## src/rtl/if_fetch_unit.sv

```systemverilog
// Instruction-fetch stage: owns the PC, drives the ROM req/ack handshake and the IF/ID register.
// Honours ctrl stall/flush and ID branch redirects with a single MIPS delay slot.
module if_fetch_unit #(
    parameter logic [31:0] RESET_PC = 32'h0000_0000,
    parameter int unsigned PC_INC   = 4
) (
    input  logic        clk,
    input  logic        rst,
    input  logic        stall,
    input  logic        flush,
    input  logic [31:0] new_pc,
    input  logic        branch_flag_i,
    input  logic [31:0] branch_target_i,
    output logic        rom_req_o,
    output logic [31:0] rom_addr_o,
    input  logic        rom_ack_i,
    input  logic [31:0] rom_data_i,
    output logic [31:0] id_pc_o,
    output logic [31:0] id_inst_o,
    output logic        id_valid_o
);

    typedef enum logic [1:0] {IDLE, FETCH, HOLD} state_t;

    state_t      state, state_d;
    logic [31:0] pc, pc_d;
    logic [31:0] target_reg, target_d;
    logic [31:0] buf_pc, buf_pc_d, buf_inst, buf_inst_d;
    logic [31:0] id_pc_d, id_inst_d;
    logic        id_valid_d, rom_req_d;
    logic        pending, pending_d;
    logic        slot_done, slot_done_d;
    logic        take_branch, delivered;
    logic [31:0] eff_target, next_pc;

    assign rom_addr_o = pc;

    always_ff @(posedge clk or negedge rst) begin
        if (!rst) begin
            state      <= IDLE;
            pc         <= RESET_PC;
            target_reg <= '0;
            buf_pc     <= '0;
            buf_inst   <= '0;
            pending    <= 1'b0;
            slot_done  <= 1'b0;
            rom_req_o  <= 1'b0;
            id_pc_o    <= '0;
            id_inst_o  <= '0;
            id_valid_o <= 1'b0;
        end else begin
            state      <= state_d;
            pc         <= pc_d;
            target_reg <= target_d;
            buf_pc     <= buf_pc_d;
            buf_inst   <= buf_inst_d;
            pending    <= pending_d;
            slot_done  <= slot_done_d;
            rom_req_o  <= rom_req_d;
            id_pc_o    <= id_pc_d;
            id_inst_o  <= id_inst_d;
            id_valid_o <= id_valid_d;
        end
    end

    always_comb begin
        state_d     = state;
        pc_d        = pc;
        target_d    = target_reg;
        buf_pc_d    = buf_pc;
        buf_inst_d  = buf_inst;
        pending_d   = pending;
        slot_done_d = slot_done;
        id_pc_d     = id_pc_o;
        id_inst_d   = id_inst_o;
        id_valid_d  = id_valid_o;
        delivered   = 1'b0;
        take_branch = branch_flag_i && !stall;
        // a branch arriving this cycle supersedes any older pending target
        eff_target  = take_branch ? branch_target_i : target_reg;
        next_pc     = pending ? eff_target : pc + 32'(PC_INC);

        if (flush) begin
            state_d     = FETCH;
            pc_d        = new_pc;
            buf_pc_d    = '0;
            buf_inst_d  = '0;
            pending_d   = 1'b0;
            slot_done_d = 1'b0;
            id_pc_d     = '0;
            id_inst_d   = '0;
            id_valid_d  = 1'b0;
        end else begin
            case (state)
                IDLE: state_d = FETCH;
                FETCH: begin
                    // delay slot already delivered: abandon the sequential fetch, jump to target
                    if (pending && slot_done) begin
                        if (!stall) begin
                            pc_d        = eff_target;
                            pending_d   = 1'b0;
                            slot_done_d = 1'b0;
                            id_valid_d  = 1'b0;
                            id_inst_d   = '0;
                        end
                    end else if (rom_ack_i) begin
                        pc_d        = next_pc;
                        pending_d   = 1'b0;
                        slot_done_d = 1'b0;
                        if (stall) begin
                            buf_pc_d   = pc;
                            buf_inst_d = rom_data_i;
                            state_d    = HOLD;
                        end else begin
                            id_pc_d    = pc;
                            id_inst_d  = rom_data_i;
                            id_valid_d = 1'b1;
                            delivered  = 1'b1;
                        end
                    end else if (!stall) begin
                        id_valid_d = 1'b0;
                        id_inst_d  = '0;
                    end
                end
                HOLD: begin
                    if (!stall) begin
                        id_pc_d    = buf_pc;
                        id_inst_d  = buf_inst;
                        id_valid_d = 1'b1;
                        state_d    = FETCH;
                        delivered  = 1'b1;
                    end
                end
                default: state_d = IDLE;
            endcase

            if (take_branch && state != IDLE) begin
                if (delivered && !pending) begin
                    target_d    = branch_target_i;
                    pending_d   = 1'b1;
                    slot_done_d = 1'b1;
                end else if (!delivered && !(pending && slot_done)) begin
                    target_d  = branch_target_i;
                    pending_d = 1'b1;
                end
            end
        end

        rom_req_d = (state_d == FETCH) && !(pending_d && slot_done_d);
    end

endmodule

```

## config.mk

```make
export PLATFORM = sky130hd
export DESIGN_NAME = if_fetch_unit
export DESIGN_NICKNAME = d
export VERILOG_FILES = /design/src/rtl/if_fetch_unit.sv
export SDC_FILE = /design/constraint.sdc
export NUM_CORES = 1
export LEC_CHECK = 0
export BUFFER_PORTS_ARGS = -buffer_cell sky130_fd_sc_hd__buf_2
export CAP_MARGIN = 20
export CORE_ASPECT_RATIO = 1.25
export CORE_MARGIN = 2
export CORE_UTILIZATION = 35
export DETAILED_ROUTE_END_ITERATION = 6
export GPL_ROUTABILITY_DRIVEN = 0
export GPL_TIMING_DRIVEN = 0
export PLACE_DENSITY = 0.58
export SYNTH_ARGS = -nofsm -noshare
export SYNTH_HDL_FRONTEND = slang
export SYNTH_SLANG_ARGS = --single-unit
export TNS_END_PERCENT = 30
```

## constraint.sdc

```tcl
create_clock -name clk -period 5.6 [get_ports clk]
set_clock_uncertainty 0.05 [all_clocks]
set_input_delay 0.84 -clock clk [delete_from_list [all_inputs] [get_ports clk]]
set_output_delay 0.84 -clock clk [all_outputs]
set_load 0.02 [all_outputs]
```

After elaboration in Yosys (flattened, before gate mapping)
Cells that the tools add are included.
Cells by class
  bitwise logic cells: 1
  muxes and demuxes: 64
  reduce and logical (&&, ||, !) cells: 25
  add/sub/neg operators: 1
  equality and inequality tests: 10
Operators with widths (count)
  $mux 32: 30
  $pmux 32 s2: 2
  $add 32x3->32 const B: 1
  $mux 1: 24
  $ne 3x3->1 const B: 5
  $mux 2: 5
  $reduce_bool 2->1: 5
  $reduce_and 3->1: 3
  $logic_and 1x1->1: 7
  $pmux 2 s3: 1
  $reduce_bool 3->1: 2
  $logic_not 1->1: 5
  $ne 5x5->1 const B: 1
  $reduce_and 5->1: 1
  $eq 2x1->1 const B: 2
  $pmux 1 s2: 2
  $reduce_and 4->1: 1
  $eq 2x2->1 const B: 1
  $logic_not 2->1: 1
  $ne 2x2->1 const B: 1
  $not 1->1: 1
Word-level totals
  word-level logic and storage cells: 112
  input port bits: 102
  output and inout port bits: 98
  register bits after elaboration: 198

Logic depth before layout (Yosys ltp)
Gate-level depths: netlist (run 1).
  depth in word-level cells: 14
  gate-level depth with buffers: 10
  gate-level depth less buffers: 7

Worst setup path before layout (run 1)
OpenSTA, ideal clock, no wires.
  path type: input to register
  start point: input stall
  end point: register target_reg[10]
  setup time: 0.125 ns
  data required time: 5.425 ns
  data arrival time: 2.168 ns
  path buffers: 2
  stages: 7
  setup slack: 3.257 ns
  cells stage by stage: nand2b_1 -> buf_2 -> a211oi_1 -> o21ai_1 -> nor2_1 -> buf_2 -> mux2_2
Between the ends
  longest elaborated chain between the ends: 9
  elaborated cells between the ends (all ways): 14
  classes of those cells: 6 x mux; 8 x reduce/logical
Ends and longest elaborated chain
  start, declared: RTL line 9  | input logic stall,
  $mux 1: RTL line 110, 126
  $mux 1: RTL line 106  | end else if (rom_ack_i) begin
  $mux 1: RTL line 98  | if (pending && slot_done) begin
  $pmux 1 s2: RTL line 94  | case (state)
  $mux 1: RTL line 83  | if (flush) begin
  $logic_not 1->1: RTL line 142  | end else if (!delivered && !(pending && slot_done)) begin
  $logic_and 1x1->1: RTL line 142
  $reduce_bool 2->1 (no source line)
  $reduce_and 3->1 (no source line)
  end signal, assigned: RTL line 54  | target_reg <= target_d;
  end, declared: RTL line 27  | logic [31:0] target_reg, target_d;
Several ways; a longest one is shown, not always the timed one. The select of a mux whose other input is x is not followed.
A chain may end at the register's enable or synchronous reset.

Worst setup path in the final report (run 1)
  start point: input flush
  end point: register rom_req_o
Between the ends
  longest elaborated chain between the ends: 4
  elaborated cells between the ends (all ways): 7
  classes of those cells: 1 x eq/ne; 3 x mux; 3 x reduce/logical
Ends and longest elaborated chain
  start, declared: RTL line 10  | input logic flush,
  $mux 1: RTL line 83
  $logic_and 1x1->1: RTL line 149  | rom_req_d = (state_d == FETCH) && !(pending_d && slot_done_d);
  $logic_not 1->1: RTL line 149
  $logic_and 1x1->1 *: RTL line 149
  net rom_req_d: RTL line 30  | logic id_valid_d, rom_req_d;
  end signal, assigned: RTL line 59  | rom_req_o <= rom_req_d;
  end, declared: RTL line 14  | output logic rom_req_o,
The timed path passes the listed nets; every way through them passes the cells marked *.

==> impl_metrics.ini, run 1 <==
[status]
run_status = complete, no violations

[routing]
drt-vias-per-instance = 5.29
ant_nets = 0
drcViolationCount = 0
vias = 8651
avgRoutedWirePerCell_um = 18.8
drt_iter0_drc = 747
dr.pass1.iters = 5
drt-total-wl_um = 30700

[floorplanning]
start_util_pct = 35.5
die_height_um = 191
io_pins = 200
die_area_um2 = 29400
die_x_um = 154
rows = 68
coreArea_um2 = 27700

[worst_setup_path]
cp.arrival_ps = 2940
r2r_setup_slack_ps = 2980
path_cells = buf_2 -> clkbuf_1 -> clkbuf_1 -> clkbuf_1 -> a21oi_1 -> a21oi_1
crit_end = rom_req_o
critPathBufInv = 4
slowest_delay_ps = 520
critPathKind = input pin to register
path_delay_family = buffers and inverters
r2r_cells = 8
reg2reg_from = state[0]
path_depth = 6
critPathLaunch = flush
cp_common_cell = clkbuf_1
end_kind = register
crit_required_ps = 5880
crit_fanout = 10
cp-start-kind = input pin
timing.rr.end = target_reg[14]
slowest_stage = clkbuf_1

[timing]
relSlewSlack_pct = 48.0
hold_violations = 0
grt_setup_unrepaired = false
finalWorstSetupSlack_ps = 2940
period_share_pct = 47.5
setup_tns_ps = 0
setup_viol = 0
worst_pin_slew_ps = 780
whs_ps = 177
fmax_ghz = 0.376
period_minus_slack_ps = 2660
slew_viol_final = 0

[clock_tree]
postCtsSetupRepairBufs = 0
cts.sinks = 198
htreeDepth = 4
cts_hold_buf = 0
cts_root_buf = clkbuf_16
clockBufferDepth = 2
clk_latency_ps = 450
tritoncts = done
numCtsBuffers = 17
clk_pin_slew_ps = 80
cts_resized = 0

[power_and_ir_drop]
p_seq_share_pct = 43.4
swShare_pct = 34.8
combPwrFrac_pct = 26.9
ir_drop_mv = 0.233
power_density_nw_per_um2 = 363
p_leak_uw = 0.00526
p_sw_uw = 1500
p_clk_share_pct = 29.7
internal-power_uw = 2820

[global_route]
grt_pass1_vias = 8240
grtUsageTotal_pct = 21.0
busiest_layer = met2
grt_max_degree = 99
grt_antenna_before_repair = 0
use_met2_pct = 34.7
gr-total-overflow = 0
grt.met3_usage_pct = 2.95
grt_pass1_wl_um = 48000
grt_util_met1_pct = 28.2

[placed_design]
dp.cells = 1604
preCtsSetupSlack_ps = 2440
place.port_buffers = 198
dp_hpwl_um = 23000

[synth]
synth_edf_count = 0
yosysTopAreaCell = dfrtp_1
synth_cell_type_count = 59
synth_nets = 1161
synth_top_area_share_pct = 50.4
yosysMostFrequentCell = nand2_1
synth_area_leaders = dfrtp_1, nand2_1, mux2i_1, a21oi_1, mux2_2
syn_area_per_cell_um2 = 9.32
syn_area_um2 = 9830
ys_seq_area_share_pct = 50.4
synth-seq-cells = 198
synth_common_cells = nand2_1, dfrtp_1, a21oi_1
synth_ff_type = dfrtp_1
synth_cells = 1054
ys_warn_count = 0
async_flop_share_pct = 100

[finish]
nNetsFinal = 1380
finish.utilization_pct = 43.1
synthToLayoutAreaGrowth_pct = 21.3
drive_gt1_share_pct = 23.3
diodes = 0
fill_cells = 2771
final_cells = 1635

[hold_path]
hold_class = input pin to asynchronous set/reset pin

[flow_run]
drv.max_cap_violation_count = 0
## worst min path at each step
stage / start / to / slack [ps] / cells after the start
after detailed placement: id_pc_o[26] / id_pc_o[26] / 410 / 2
final: rst / target_reg[26] / 180 / 1
after global routing: rst / target_reg[26] / 180 / 1
after floorplan: target_reg[15] / target_reg[15] / 420 / 1
after CTS: rst / target_reg[26] / 180 / 1
after global placement: id_inst_o[2] / id_inst_o[2] / 410 / 2
## worst reg2reg max path, delay by kind of cell (launching register included)
kind	cells	cell delay (ps)
fa+ha+maj	1	190
mux	1	370
buf+inv	3	620
compound gates	2	410
simple gates	1	450
flops	1	420
## routing by layer
| metal | wire length, um | part of all wire (%) | vias to the layer above |
|---|---|---|---|
| met5 | 0 | 0 | - |
| met4 | 927 | 3.0 | 0 |
| met3 | 1340 | 4.4 | 50 |
| met2 | 14700 | 48 | 279 |
| met1 | 13800 | 45 | 4185 |
| li1 | - | - | 4137 |
## layout by cell type, fill, tap and decap left out, types with 4 or more instances in the layout
cell type / instances
and3_1: 6
a31oi_1: 15
nand2_1: 262
clkbuf_1: 56
nor3_1: 11
o22ai_1: 6
o31ai_1: 43
nand3_1: 17
buf_1: 12
clkbuf_16: 17
mux2i_1: 67
o21ai_1: 4
inv_1: 11
dfrtp_1: 198
o21ai_0: 49
a21oi_1: 111
mux2_2: 39
and4_1: 5
nand2b_1: 4
nand4_1: 9
a211oi_1: 6
nor2_1: 31
nor2b_1: 6
buf_2: 217
ha_1: 5
## power groups by stage
stage | Sequential [uW] | Clock (uW) | Combinational (uW)
CTS | 1870 | 1310 | 1170
finish | 1880 | 1290 | 1170
global route | 1910 | 1370 | 1270
detailed placement | 1900 | 0 | 1170
floorplan | 1990 | 0 | 606
global placement | 1890 | 0 | 1150
## layout make-up
type	instances	area (um^2)	area share, %
Buffer	88	363	3.04
Clock buffer	20	447	3.75
Clock inverter	11	150	1.26
Inverter	11	41.3	0.346
Multi-Input combinational cell	757	4470	37.5
Sequential cell	198	4950	41.6
Tap cell	350	438	3.67
Timing Repair Buffer	200	1060	8.86
## per-stage QoR
step / instance area, um^2 / power (uW)
after global routing: 11900 / 4550
after detailed placement: 11300 / 3070
after CTS: 11900 / 4350
after global placement: 11300 / 3040
final: 11900 / 4330
after floorplan: 9830 / 2590
## cells by family (layout without fill, tap and decap cells)
kind of cell | Yosys count | count (layout) | synth area share (%)
flops | 198 | 198 | 50.4
simple gates | 366 | 366 | 15.8
xor+xnor | 5 | 5 | 0.446
buf+inv | 99 | 330 | 4.11
mux | 106 | 106 | 11.3
compound gates | 275 | 275 | 17.3
fa+ha+maj | 5 | 5 | 0.637
Note: power is estimated with default switching activity, not from simulation.
==> inputs of run 2 (changes only) <==
--- a/config.mk
+++ b/config.mk
@@ -13,7 +13,7 @@
 export DETAILED_ROUTE_END_ITERATION = 6
 export GPL_ROUTABILITY_DRIVEN = 0
 export GPL_TIMING_DRIVEN = 0
-export PLACE_DENSITY = 0.58
+export PLACE_DENSITY = 0.6
 export SYNTH_ARGS = -nofsm -noshare
 export SYNTH_HDL_FRONTEND = slang
 export SYNTH_SLANG_ARGS = --single-unit
==> constraint.sdc (replaced) <==
create_clock -name clk -period 2.2 [get_ports clk]
set_clock_uncertainty 0.05 [all_clocks]
set_input_delay 0.33 -clock clk [delete_from_list [all_inputs] [get_ports clk]]
set_output_delay 0.33 -clock clk [all_outputs]
set_load 0.02 [all_outputs]
==> impl_metrics.ini, run 2 (synthesized netlist as in run 1, its figures left out) <==
[status]
run_status = complete, but fails checks
violations = negative setup slack

[clock_tree]
numCtsBuffers = 17
cts.sinks = 198
cts_root_buf = clkbuf_16
clk_latency_ps = 440
clk_pin_slew_ps = 80
clockBufferDepth = 2
tritoncts = done
htreeDepth = 4

[power_and_ir_drop]
swShare_pct = 34.9
combPwrFrac_pct = 28.3
p_leak_uw = 0.00542
power_density_nw_per_um2 = 903
p_seq_share_pct = 43.4
internal-power_uw = 7170
ir_drop_mv = 0.568
p_clk_share_pct = 28.3
p_sw_uw = 3850

[routing]
vias = 8743
avgRoutedWirePerCell_um = 18.7
drt_iter0_drc = 750
ant_nets = 0
drcViolationCount = 0
drt-total-wl_um = 30700
dr.pass1.iters = 5
drt-vias-per-instance = 5.31

[placed_design]
place.port_buffers = 198
dp.cells = 1603
dp_hpwl_um = 22800
preCtsSetupSlack_ps = -393

[timing]
period_minus_slack_ps = 2200
setup_viol = 1
worst_pin_slew_ps = 743
finalWorstSetupSlack_ps = -2.59
slew_viol_final = 0
hold_violations = 0
relSlewSlack_pct = 50.5
period_share_pct = 100
grt_setup_unrepaired = true
fmax_ghz = 0.454

[global_route]
gr-total-overflow = 0
grtUsageTotal_pct = 21.0
grt_pass1_vias = 8518
grt_max_degree = 106
grt_antenna_before_repair = 1
grt_pass1_wl_um = 48300

[finish]
drive_gt1_share_pct = 28.2
nNetsFinal = 1391
layout_commonest_cell = nand2_1
final_cells = 1647
final_cell_mix = nand2_1, buf_2, dfrtp_1
fill_cells = 2721
synthToLayoutAreaGrowth_pct = 24.2
register_area_um2 = 4960
multi_input_area_um2 = 4570

[flow_run]
drv.max_cap_violation_count = 0

[floorplanning]
die_height_um = 191
die_area_um2 = 29400
die_x_um = 154
io_pins = 200
rows = 68
start_util_pct = 35.5
coreArea_um2 = 27700

[worst_setup_path]
cp-start-kind = register
crit_required_ps = 2480
path_delay_family = simple AND/OR/NAND/NOR gates
reg2reg_from = rom_addr_o[3]
end_kind = register
crit_fanout = 5
r2r_cells = 6
timing.rr.end = rom_addr_o[18]
cp_common_cell = or3_4
slowest_delay_ps = 460
slowest_stage = or3_4
critPathKind = register to register
cp.arrival_ps = 2480
r2r_setup_slack_ps = -3
critPathBufInv = 0
path_cells = ha_4 -> nand4_1 -> or3_4 -> or3_4 -> a31o_1 -> a32o_1
path_depth = 6

[hold_path]
hold_class = input pin to register
min_to = target_reg[24]
hold_depth = 2
hp-start = branch_target_i[24]
run 2: power by group through the flow:
stage	logic [uW]	clock network (uW)	registers, uW
global placement	2920	0	4810
detailed placement	2950	0	4840
finish	3120	3120	4780
CTS	3020	3200	4770
floorplan	1540	0	5060
global route	3400	3330	4870
run 2: final cells by class:
cell class	instances	area share, %
inverter	11	0.338
buffer	87	3.77
timing repair buffer	212	9.38
tap	350	3.59
clock inverter	8	0.738
antenna	1	0.0205
multi-input combinational	757	37.5
sequential	198	40.7
clock buffer	23	4.00
run 2: metrics by stage:
stage          hold WS (ps)  TNS [ps]  utilization (%)  instance area (um^2)  total power, uW
2_1_floorplan         -15.6         0                -                  9830             6610
3_3_place_gp            407   -585350             40.7                 11300             7720
3_5_place_dp            344    -45290             40.9                 11300             7790
4_1_cts                61.7         0             43.5                 12000            11000
5_1_grt                67.1      -591             44.1                 12200            11600
6_report               74.1     -2.59             44.1                 12200            11000
run 2: worst reg2reg max path, delay by kind of cell (launching register included):
kind / cells / cell delay [ps]
flip-flops: 1 / 420
adder cells (fa/ha/maj): 1 / 160
AND/OR/NAND/NOR: 3 / 1030
AO/OA/AOI/OAI: 2 / 430
run 2: metal layers:
layer  vias to the layer above  global-route usage, %  wire, um
met1                      4197                   27.8     13600
met5                         -                      0         0
met4                         0                   8.34       782
met3                        53                   3.54      1710
met2                       330                   34.5     14700
li1                       4163                      -         -
run 2: how the worst max path moves through the flow:
| stage | from | endpoint | slack [ps] |
|---|---|---|---|
| 5_1_grt | slot_done | buf_inst[2] | -60 |
| 3_5_place_dp | flush | rom_req_o | -390 |
| 4_1_cts | state[0] | target_reg[25] | 0.6 |
| 3_3_place_gp | rst | rom_addr_o[2] | -3080 |
| 6_report | rom_addr_o[3] | rom_addr_o[18] | -3 |
| 2_1_floorplan | rom_addr_o[2] | rom_addr_o[18] | 40 |
run 2: timing repair:
action / 4_1_cts / 5_1_grt
endpoints found under the hold margin: 93 / 0
resized for setup: 41 / 56
pin swaps: 4 / 9
endpoints found under the setup margin: 188 / 186
cloned: 0 / 0
hold buffers: 1 / 0
setup buffers: 4 / 9
